File: src/rtl/fp_add_pipe.sv
// Pipelined floating-point adder/subtractor with round-to-nearest-even,
// flush-to-zero, special-value handling and a valid/ready handshake.
// Stage 1 unpacks/swaps/aligns, stage 2 adds/subtracts, stage 3
// normalises/rounds/packs into the output registers.
module fp_add_pipe #(
  parameter int EXP_W = 5,
  parameter int MAN_W = 10
) (
  input  logic                   clk,
  input  logic                   rst,
  input  logic                   in_valid,
  output logic                   in_ready,
  input  logic [EXP_W+MAN_W:0]   a,
  input  logic [EXP_W+MAN_W:0]   b,
  input  logic                   op,
  output logic                   out_valid,
  input  logic                   out_ready,
  output logic [EXP_W+MAN_W:0]   c,
  output logic [3:0]             flags
);

  localparam int W = 1 + EXP_W + MAN_W;
  localparam int M = MAN_W + 4;   // {hidden, frac, G, R, S}
  localparam int E = EXP_W + 2;   // internal exponent width
  localparam logic [W-1:0] QNAN      = {1'b0, {EXP_W{1'b1}}, 1'b1, {(MAN_W-1){1'b0}}};
  localparam logic [E-1:0] ALIGN_MAX = E'(MAN_W + 3);
  localparam logic [E-1:0] EXP_ONE   = E'(1);
  localparam logic [E-1:0] EXP_INF   = E'((1 << EXP_W) - 1);

  logic adv;
  assign adv      = ~out_valid | out_ready;
  assign in_ready = adv;

  // ---------------- stage 1 ----------------
  logic             sa, sb, a_zero, b_zero, a_inf, b_inf, a_nan, b_nan;
  logic             eff_sub, swap, x_sign, y_zero;
  logic [EXP_W-1:0] ea, eb, x_exp, y_exp;
  logic [MAN_W-1:0] fa, fb, x_frac, y_frac;
  logic [E-1:0]     d;
  logic [M-1:0]     mx, my, my_al;
  logic [2*M-1:0]   wide;
  logic             spec;
  logic [W-1:0]     spec_c;
  logic [3:0]       spec_f;

  logic             s1_valid, s1_sign, s1_sub, s1_spec;
  logic [E-1:0]     s1_exp;
  logic [M-1:0]     s1_mx, s1_my;
  logic [W-1:0]     s1_spec_c;
  logic [3:0]       s1_spec_f;

  // Unpack, classify, order by magnitude and align the smaller operand.
  always_comb begin
    sa = a[W-1];
    ea = a[W-2:MAN_W];
    fa = a[MAN_W-1:0];
    sb = b[W-1] ^ op;
    eb = b[W-2:MAN_W];
    fb = b[MAN_W-1:0];
    a_zero = (ea == '0);
    b_zero = (eb == '0);
    a_inf  = (ea == '1) && (fa == '0);
    b_inf  = (eb == '1) && (fb == '0);
    a_nan  = (ea == '1) && (fa != '0);
    b_nan  = (eb == '1) && (fb != '0);
    eff_sub = sa ^ sb;
    swap = (b_zero ? '0 : b[W-2:0]) > (a_zero ? '0 : a[W-2:0]);
    if (swap) begin
      x_sign = sb; x_exp = eb; x_frac = fb;
      y_exp  = ea; y_frac = fa; y_zero = a_zero;
    end else begin
      x_sign = sa; x_exp = ea; x_frac = fa;
      y_exp  = eb; y_frac = fb; y_zero = b_zero;
    end
    mx   = {1'b1, x_frac, 3'b000};
    my   = y_zero ? '0 : {1'b1, y_frac, 3'b000};
    d    = {2'b00, x_exp} - {2'b00, y_exp};
    wide = {my, {M{1'b0}}} >> d;
    if (d >= ALIGN_MAX) my_al = {{(M-1){1'b0}}, |my};
    else                my_al = {wide[2*M-1:M+1], wide[M] | (|wide[M-1:0])};

    spec   = 1'b0;
    spec_c = '0;
    spec_f = '0;
    if (a_nan || b_nan) begin
      spec = 1'b1; spec_c = QNAN;
    end else if (a_inf && b_inf) begin
      spec = 1'b1;
      if (eff_sub) begin
        spec_c = QNAN; spec_f = 4'b1000;
      end else begin
        spec_c = {sa, {EXP_W{1'b1}}, {MAN_W{1'b0}}};
      end
    end else if (a_inf) begin
      spec = 1'b1; spec_c = {sa, {EXP_W{1'b1}}, {MAN_W{1'b0}}};
    end else if (b_inf) begin
      spec = 1'b1; spec_c = {sb, {EXP_W{1'b1}}, {MAN_W{1'b0}}};
    end else if (a_zero && b_zero) begin
      spec = 1'b1; spec_c = {sa & sb, {(W-1){1'b0}}};
    end
  end

  // Stage 1 register.
  always_ff @(posedge clk) begin
    if (rst) begin
      s1_valid <= 1'b0;
    end else if (adv) begin
      s1_valid  <= in_valid;
      s1_sign   <= x_sign;
      s1_sub    <= eff_sub;
      s1_exp    <= {2'b00, x_exp};
      s1_mx     <= mx;
      s1_my     <= my_al;
      s1_spec   <= spec;
      s1_spec_c <= spec_c;
      s1_spec_f <= spec_f;
    end
  end

  // ---------------- stage 2 ----------------
  logic [M:0]   sum;
  logic         s2_valid, s2_sign, s2_spec;
  logic [E-1:0] s2_exp;
  logic [M:0]   s2_sum;
  logic [W-1:0] s2_spec_c;
  logic [3:0]   s2_spec_f;

  // Magnitude add or subtract; X is never smaller than aligned Y.
  always_comb begin
    if (s1_sub) sum = {1'b0, s1_mx} - {1'b0, s1_my};
    else        sum = {1'b0, s1_mx} + {1'b0, s1_my};
  end

  // Stage 2 register; exact cancellation forces a positive sign.
  always_ff @(posedge clk) begin
    if (rst) begin
      s2_valid <= 1'b0;
    end else if (adv) begin
      s2_valid  <= s1_valid;
      s2_sign   <= s1_sign & (sum != '0);
      s2_exp    <= s1_exp;
      s2_sum    <= sum;
      s2_spec   <= s1_spec;
      s2_spec_c <= s1_spec_c;
      s2_spec_f <= s1_spec_f;
    end
  end

  // ---------------- stage 3 ----------------
  logic [E-1:0]     lzc, exp_n, exp_r;
  logic [M-1:0]     norm;
  logic [MAN_W+1:0] mant;
  logic [MAN_W-1:0] frac_r;
  logic             rnd, inexact, unf;
  logic [W-1:0]     c_nx;
  logic [3:0]       f_nx;

  // Normalise, round to nearest even, then apply range and special overrides.
  always_comb begin
    lzc = '0;
    for (int unsigned i = 0; i < M; i++) begin
      if (s2_sum[i]) lzc = E'(M - 1 - i);
    end
    if (s2_sum[M]) begin
      norm  = {s2_sum[M:2], s2_sum[1] | s2_sum[0]};
      exp_n = s2_exp + EXP_ONE;
    end else begin
      norm  = s2_sum[M-1:0] << lzc;
      exp_n = s2_exp - lzc;
    end
    rnd     = norm[2] & (norm[1] | norm[0] | norm[3]);
    inexact = |norm[2:0];
    mant    = {1'b0, norm[M-1:3]} + {{(MAN_W+1){1'b0}}, rnd};
    exp_r   = mant[MAN_W+1] ? exp_n + EXP_ONE : exp_n;
    frac_r  = mant[MAN_W+1] ? mant[MAN_W:1] : mant[MAN_W-1:0];
    unf     = exp_n[E-1] || (exp_n == '0);

    c_nx = {s2_sign, exp_r[EXP_W-1:0], frac_r};
    f_nx = {3'b000, inexact};
    if (s2_spec) begin
      c_nx = s2_spec_c;
      f_nx = s2_spec_f;
    end else if (s2_sum == '0) begin
      c_nx = '0;
      f_nx = '0;
    end else if (unf) begin
      c_nx = {s2_sign, {(W-1){1'b0}}};
      f_nx = 4'b0011;
    end else if (exp_r >= EXP_INF) begin
      c_nx = {s2_sign, {EXP_W{1'b1}}, {MAN_W{1'b0}}};
      f_nx = 4'b0101;
    end
  end

  // Output register; c/flags only change when a valid result lands.
  always_ff @(posedge clk) begin
    if (rst) begin
      out_valid <= 1'b0;
      c         <= '0;
      flags     <= '0;
    end else if (adv) begin
      out_valid <= s2_valid;
      if (s2_valid) begin
        c     <= c_nx;
        flags <= f_nx;
      end
    end
  end

endmodule

File: config.mk
export PLATFORM = sky130hd
export DESIGN_NAME = fp_add_pipe
export DESIGN_NICKNAME = d
export VERILOG_FILES = /design/src/rtl/fp_add_pipe.sv
export SDC_FILE = /design/constraint.sdc
export NUM_CORES = 1
export LEC_CHECK = 0
export ABC_AREA = 1
export BUFFER_PORTS_ARGS = -buffer_cell sky130_fd_sc_hd__buf_4
export CAP_MARGIN = 5
export CORE_ASPECT_RATIO = 0.9
export CORE_MARGIN = 1
export CORE_UTILIZATION = 56
export DETAILED_ROUTE_END_ITERATION = 6
export PLACE_DENSITY = 0.83
export SYNTH_ARGS = -nofsm -noshare
export SYNTH_HDL_FRONTEND = slang
export SYNTH_SLANG_ARGS = --single-unit
File: constraint.sdc
create_clock -name clk -period 3.92 [get_ports clk]
set_input_delay 0.196 -clock clk [delete_from_list [all_inputs] [get_ports clk]]
set_output_delay 0.196 -clock clk [all_outputs]
set_load 0.005 [all_outputs]
==> results of run 1 <==
==> Yosys cell counts, types with 11 or more instances <==
| library cell | instances |
|---|---|
| o21ai_0 | 76 |
| nand3_1 | 131 |
| nor4_1 | 11 |
| nor2_1 | 86 |
| nand2_1 | 269 |
| xor2_1 | 20 |
| nand2_2 | 18 |
| edfxtp_1 | 62 |
| inv_1 | 148 |
| dfxtp_1 | 23 |
| nand4_1 | 12 |
| a21oi_1 | 55 |
| ha_1 | 47 |
| clkbuf_1 | 21 |
==> through the flow <==
step | utilization | setup WS [ns] | power (uW) | hold slack (ns) | instance area [sq um]
floorplan | - | 0.184 | 2580 | 0.363 | 7560
global placement | 0.642 | 0.136 | 3030 | 0.401 | 8300
detailed placement | 0.642 | 0.101 | 3060 | 0.406 | 8300
CTS | 0.666 | 0.0695 | 3930 | 0.117 | 8610
global route | 0.671 | 0.00796 | 4260 | 0.154 | 8670
finish | 0.671 | 0.347 | 3970 | 0.123 | 8670
==> path summary, 6_finish.rpt <==
check,end,depth (start not counted),slack [ns],start
setup / recovery,c[9],27,0.35,s2_sum[2]
hold / removal,s1_valid,3,0.12,in_valid
setup reg to reg,c[9],27,0.35,s2_sum[2]
hold reg to reg,s2_exp[3],0,0.42,s1_exp[3]
==> cell type report <==
type                       instances  area (sq um)  area share
clock buffer                      10           239      0.0276
tap                              164           205      0.0237
clock inverter                     6          71.3     0.00823
timing repair buffer              92           691      0.0797
inverter                         156           592      0.0683
sequential                        85          2320       0.268
multi-input combinational        821          4550       0.525
==> worst min-delay path: stages <==
cell	delay (ns)
buf_4	0.08
o21ai_0	0.07
nor2_1	0.08
==> power by group <==
group	leakage (uW)	internal (uW)	switching, uW	total (uW)
logic	0.00326	671	1240	1920
clock network	0.000152	516	355	871
registers	0.000801	1100	82.4	1190
==> cell families (layout without fill, tap and decap cells) <==
| family | Yosys count | in the layout | share of synthesized area |
|---|---|---|---|
| and+or+nand+nor | 569 | 569 | 0.344 |
| buffers and inverters | 189 | 264 | 0.0984 |
| DFF | 85 | 85 | 0.307 |
| AOI/OAI and AO/OA | 176 | 176 | 0.136 |
| muxes | 1 | 1 | 0.00132 |
| xor gates and xnor gates | 26 | 26 | 0.0301 |
| adders and majority gates | 49 | 49 | 0.0830 |
==> flip-flops by register name, indices dropped and copies added (netlist names), 3 cells and up <==
register / count
c: 16
flags: 4
s1_exp: 5
s1_mx: 10
s1_my: 14
s1_spec_c: 3
s2_exp: 5
s2_spec_c: 3
s2_sum: 15
==> per-layer routing <==
layer / track usage / up-vias / share of wire
li1: - / 3783 / -
met4: 0.141 / 0 / 0.042
met3: 0.0553 / 45 / 0.057
met5: 0 / - / 0
met2: 0.478 / 276 / 0.47
met1: 0.345 / 3327 / 0.43
==> repair_timing <==
item,CTS,global route
gates resized for setup,0,15
hold buffers,0,0
setup endpoints to repair,0,19
endpoints found under the hold margin,0,0
setup buffers,0,2
==> flow_summary.toml, run 1 <==
[clock_tree]
clockRootBuffer = "clkbuf_16"
path_clk_slew_ns = 0.06
cts_inserted_buffers = 9
cts_sinks = 85
cts_tree = "done"
h-tree-depth = 3
clock_path_buffers = 2
clk_latency_ns = 0.35

[layout]
final_common_cell = "nand2_1"
layout_common_cells = "nand2_1 (269), inv_1 (148), nand3_1 (131)"
finish.net_count = 1251
final_layout_size_suffix_gt1_frac = 0.160
final_cells = 1334
antenna_cells = 0
areaGrowthSynthToFinish_pct = 14.6
nFillCells = 1095

[drt]
via_per_inst = 5.57
drcViolationCount = 1
post_drt_wl_per_cell_um = 14.5
first_iter_violations = 666
finalWirelength_um = 19400
postRouteAntennaNets = 0
dr.pass1.iters = 7
vias = 7431

[timing]
finClkSkew_ns = 0.0119
tns_ns = 0
hold_violations = 0
max_slew.worst_pin.slew_ns = 1.08
setup_viol = 0
rsz0062_at_grt = "false"
slew_headroom = 0.272
min_period_ns = 3.57
min_period_over_period = 0.911
clock.fmax_mhz = 280
final-max-slew-violation-count = 0

[setup_path]
crit_buf_inv = 4
cpMostUsedCell = "nand2_1"
path_delay_family = "simple AND/OR/NAND/NOR gates"
cp-start-kind = "flip-flop"
cp.arrival_ns = 3.85
slowest_delay_ns = 0.43
crit_type = "reg2reg"
worstPathRequired_ns = 4.20
critPathSlowestCell = "edfxtp_1"
path_max_fanout = 9
worstSetupEndpointType = "flip-flop"

[logic_synthesis]
synth-edff-count = 62
synth-async-reset-ratio = 0
synth_largest_area_cell = "edfxtp_1"
syn-instance-count = 1095
yosys_warnings = 0
synth_seq_area_share = 0.307
synth-main-ff-cell = "edfxtp_1"
synth_area_per_cell_sq_um = 6.91
synth_cell_types = 57
syn_nets = 1181
synth-seq-cells = 85
synth_area_leaders = "edfxtp_1 (25%), nand2_1 (13%), nand3_1 (8.7%)"
synth.top_cell.area_share = 0.246
syn_area_sq_um = 7560

[die]
die_h_um = 112
die_x_um = 125
core_sq_um = 12900
rows = 39
io_pins = 59
initial_core_util = 0.585
dieArea_sq_um = 14000

[global_route]
grt.overflow.total = 0
antenna_found_initial = 0
grt_usage = 0.283
grt_pass1_vias = 6921
grt_pass1_wl_um = 32200
grt_max_degree = 63

[place]
dp_cells = 1316
gp_congestion = 0.998
hpwl_um = 15300
portBuffers = 58

[power]
power_density_nw_per_um2 = 458
ir_drop_v = 0.000420
leakagePower_uw = 0.00421

[min_path]
hold_path.class = "in2reg"

[run_status]
violations = "design-rule violations"
outcome = "complete, but fails checks"

[job]
drv_cap = 0
Power figures use the tool's default switching activity.
==> run 2: changes to the inputs <==
Settings changed: CELL_PAD_IN_SITES_DETAIL_PLACEMENT from default to 0, CELL_PAD_IN_SITES_GLOBAL_PLACEMENT from default to 1, CORE_UTILIZATION 56 to 40, PLACE_DENSITY 0.83 to 0.82.
==> run 2 against run 1 <==
- the run now ends clean
- worst setup slack better by 0.0046 ns
- final area grew 1.6%
- core utilization is 19 points lower
==> flow_summary.toml, run 2 (synthesis results as in run 1) <==
[run_status]
outcome = "finished clean"

[setup_path]
cp-start-kind = "flip-flop"
cp.arrival_ns = 3.85
crit_buf_inv = 4
rrSetupSlack_ns = 0.35
path_max_fanout = 9
path_delay_family = "simple AND/OR/NAND/NOR gates"
worstSetupEndpointType = "flip-flop"
crit_type = "reg2reg"
slowest_delay_ns = 0.40
critPathSlowestCell = "edfxtp_1"
cpMostUsedCell = "nand2_1"
worstPathRequired_ns = 4.20

[drt]
via_per_inst = 5.15
dr.pass1.iters = 5
postRouteAntennaNets = 0
drcViolationCount = 0
post_drt_wl_per_cell_um = 13.8
finalWirelength_um = 19600
first_iter_violations = 519
vias = 7324

[layout]
fin_util = 0.477
final_common_cell = "nand2_1"
areaGrowthSynthToFinish_pct = 16.5
biggestRegsByFlops = "c x16, s2_sum x15, s1_my x14"
antenna_cells = 0
regMostFlops = "c"
layout_common_cells = "nand2_1 (269), inv_1 (145), nand3_1 (131)"
largest_register_ffs = 16
finish.net_count = 1259
final_layout_size_suffix_gt1_frac = 0.169

[timing]
clock.fmax_mhz = 280
min_period_ns = 3.57
min_period_over_period = 0.910
setup_viol = 0
slew_headroom = 0.287
finClkSkew_ns = 0.00587
max_slew.worst_pin.slew_ns = 1.06
final-max-slew-violation-count = 0
rsz0062_at_grt = "false"
hold_violations = 0
tns_ns = 0

[die]
initial_core_util = 0.410
core_sq_um = 18500
rows = 47
die_h_um = 132
die_x_um = 147
io_pins = 59
dieArea_sq_um = 19500

[global_route]
grt.overflow.total = 0
grt_pass1_wl_um = 32800
grt_max_degree = 37
grt_pass1_vias = 6814
grt_usage = 0.208
antenna_found_initial = 0

[clock_tree]
cts_setup_buffers = 0
clk_latency_ns = 0.35
clock_path_buffers = 2
cts_tree = "done"
h-tree-depth = 3
cts_sinks = 85
cts_hold_buf = 0
cts_resized = 0
cts_inserted_buffers = 9
clockRootBuffer = "clkbuf_16"
path_clk_slew_ns = 0.06

[power]
power_density_nw_per_um2 = 444
leakagePower_uw = 0.00422
ir_drop_v = 0.000219

[place]
hpwl_um = 15900
portBuffers = 58
gp_congestion = 0.920

[job]
drv_cap = 0

[min_path]
hold_path.class = "in2reg"
==> run 2: final cells by class <==
type / instances / area (sq um)
multi-input cells: 821 / 4560
fillers: 1915 / 9650
clock buffers: 9 / 225
repair buffers: 100 / 754
inverters: 156 / 596
flip-flops and latches: 85 / 2320
clock inverters: 7 / 51.3
well taps: 245 / 307
==> run 2: worst reg2reg max path: cells and delay by family (launching register included) <==
family,cells,cell delay [ns]
AO/OA/AOI/OAI,4,0.45
AND/OR/NAND/NOR,18,1.20
adder cells (fa/ha/maj),2,0.57
XOR/XNOR,2,0.44
buffers and inverters,4,0.44
flip-flops,1,0.40
==> run 2: path summary, 6_finish.rpt <==
kind,to,depth (start not counted),startpoint
setup / recovery,c[9],30,s2_sum[1]
hold reg to reg,s2_spec_f[3],0,s1_spec_f[3]
setup reg to reg,c[9],30,s2_sum[1]
hold / removal,s1_valid,3,in_valid
==> run 2: through the flow <==
step	power [uW]	setup WS (ns)	instance area [sq um]	hold WS [ns]	cells
final	3920	0.352	8810	0.137	1423
after global routing	4230	0.00138	8810	0.158	1423
after CTS	3900	0.159	8750	0.128	1423
after detailed placement	3100	0.0236	8480	0.405	1407
after global placement	3110	0.0334	8480	0.403	1407
after floorplan	2580	0.184	7560	0.363	1095
==> run 2: power by group <==
part	switching [uW]	internal, uW
combinational	1240	694
clock	364	431
sequential	84.0	1100
total	1690	2230
==> run 2: routing by layer <==
layer	GRT usage	wire length [um]
met1	0.279	9210
met2	0.343	9150
met3	0.0276	766
met4	0.0727	513
met5	0	0
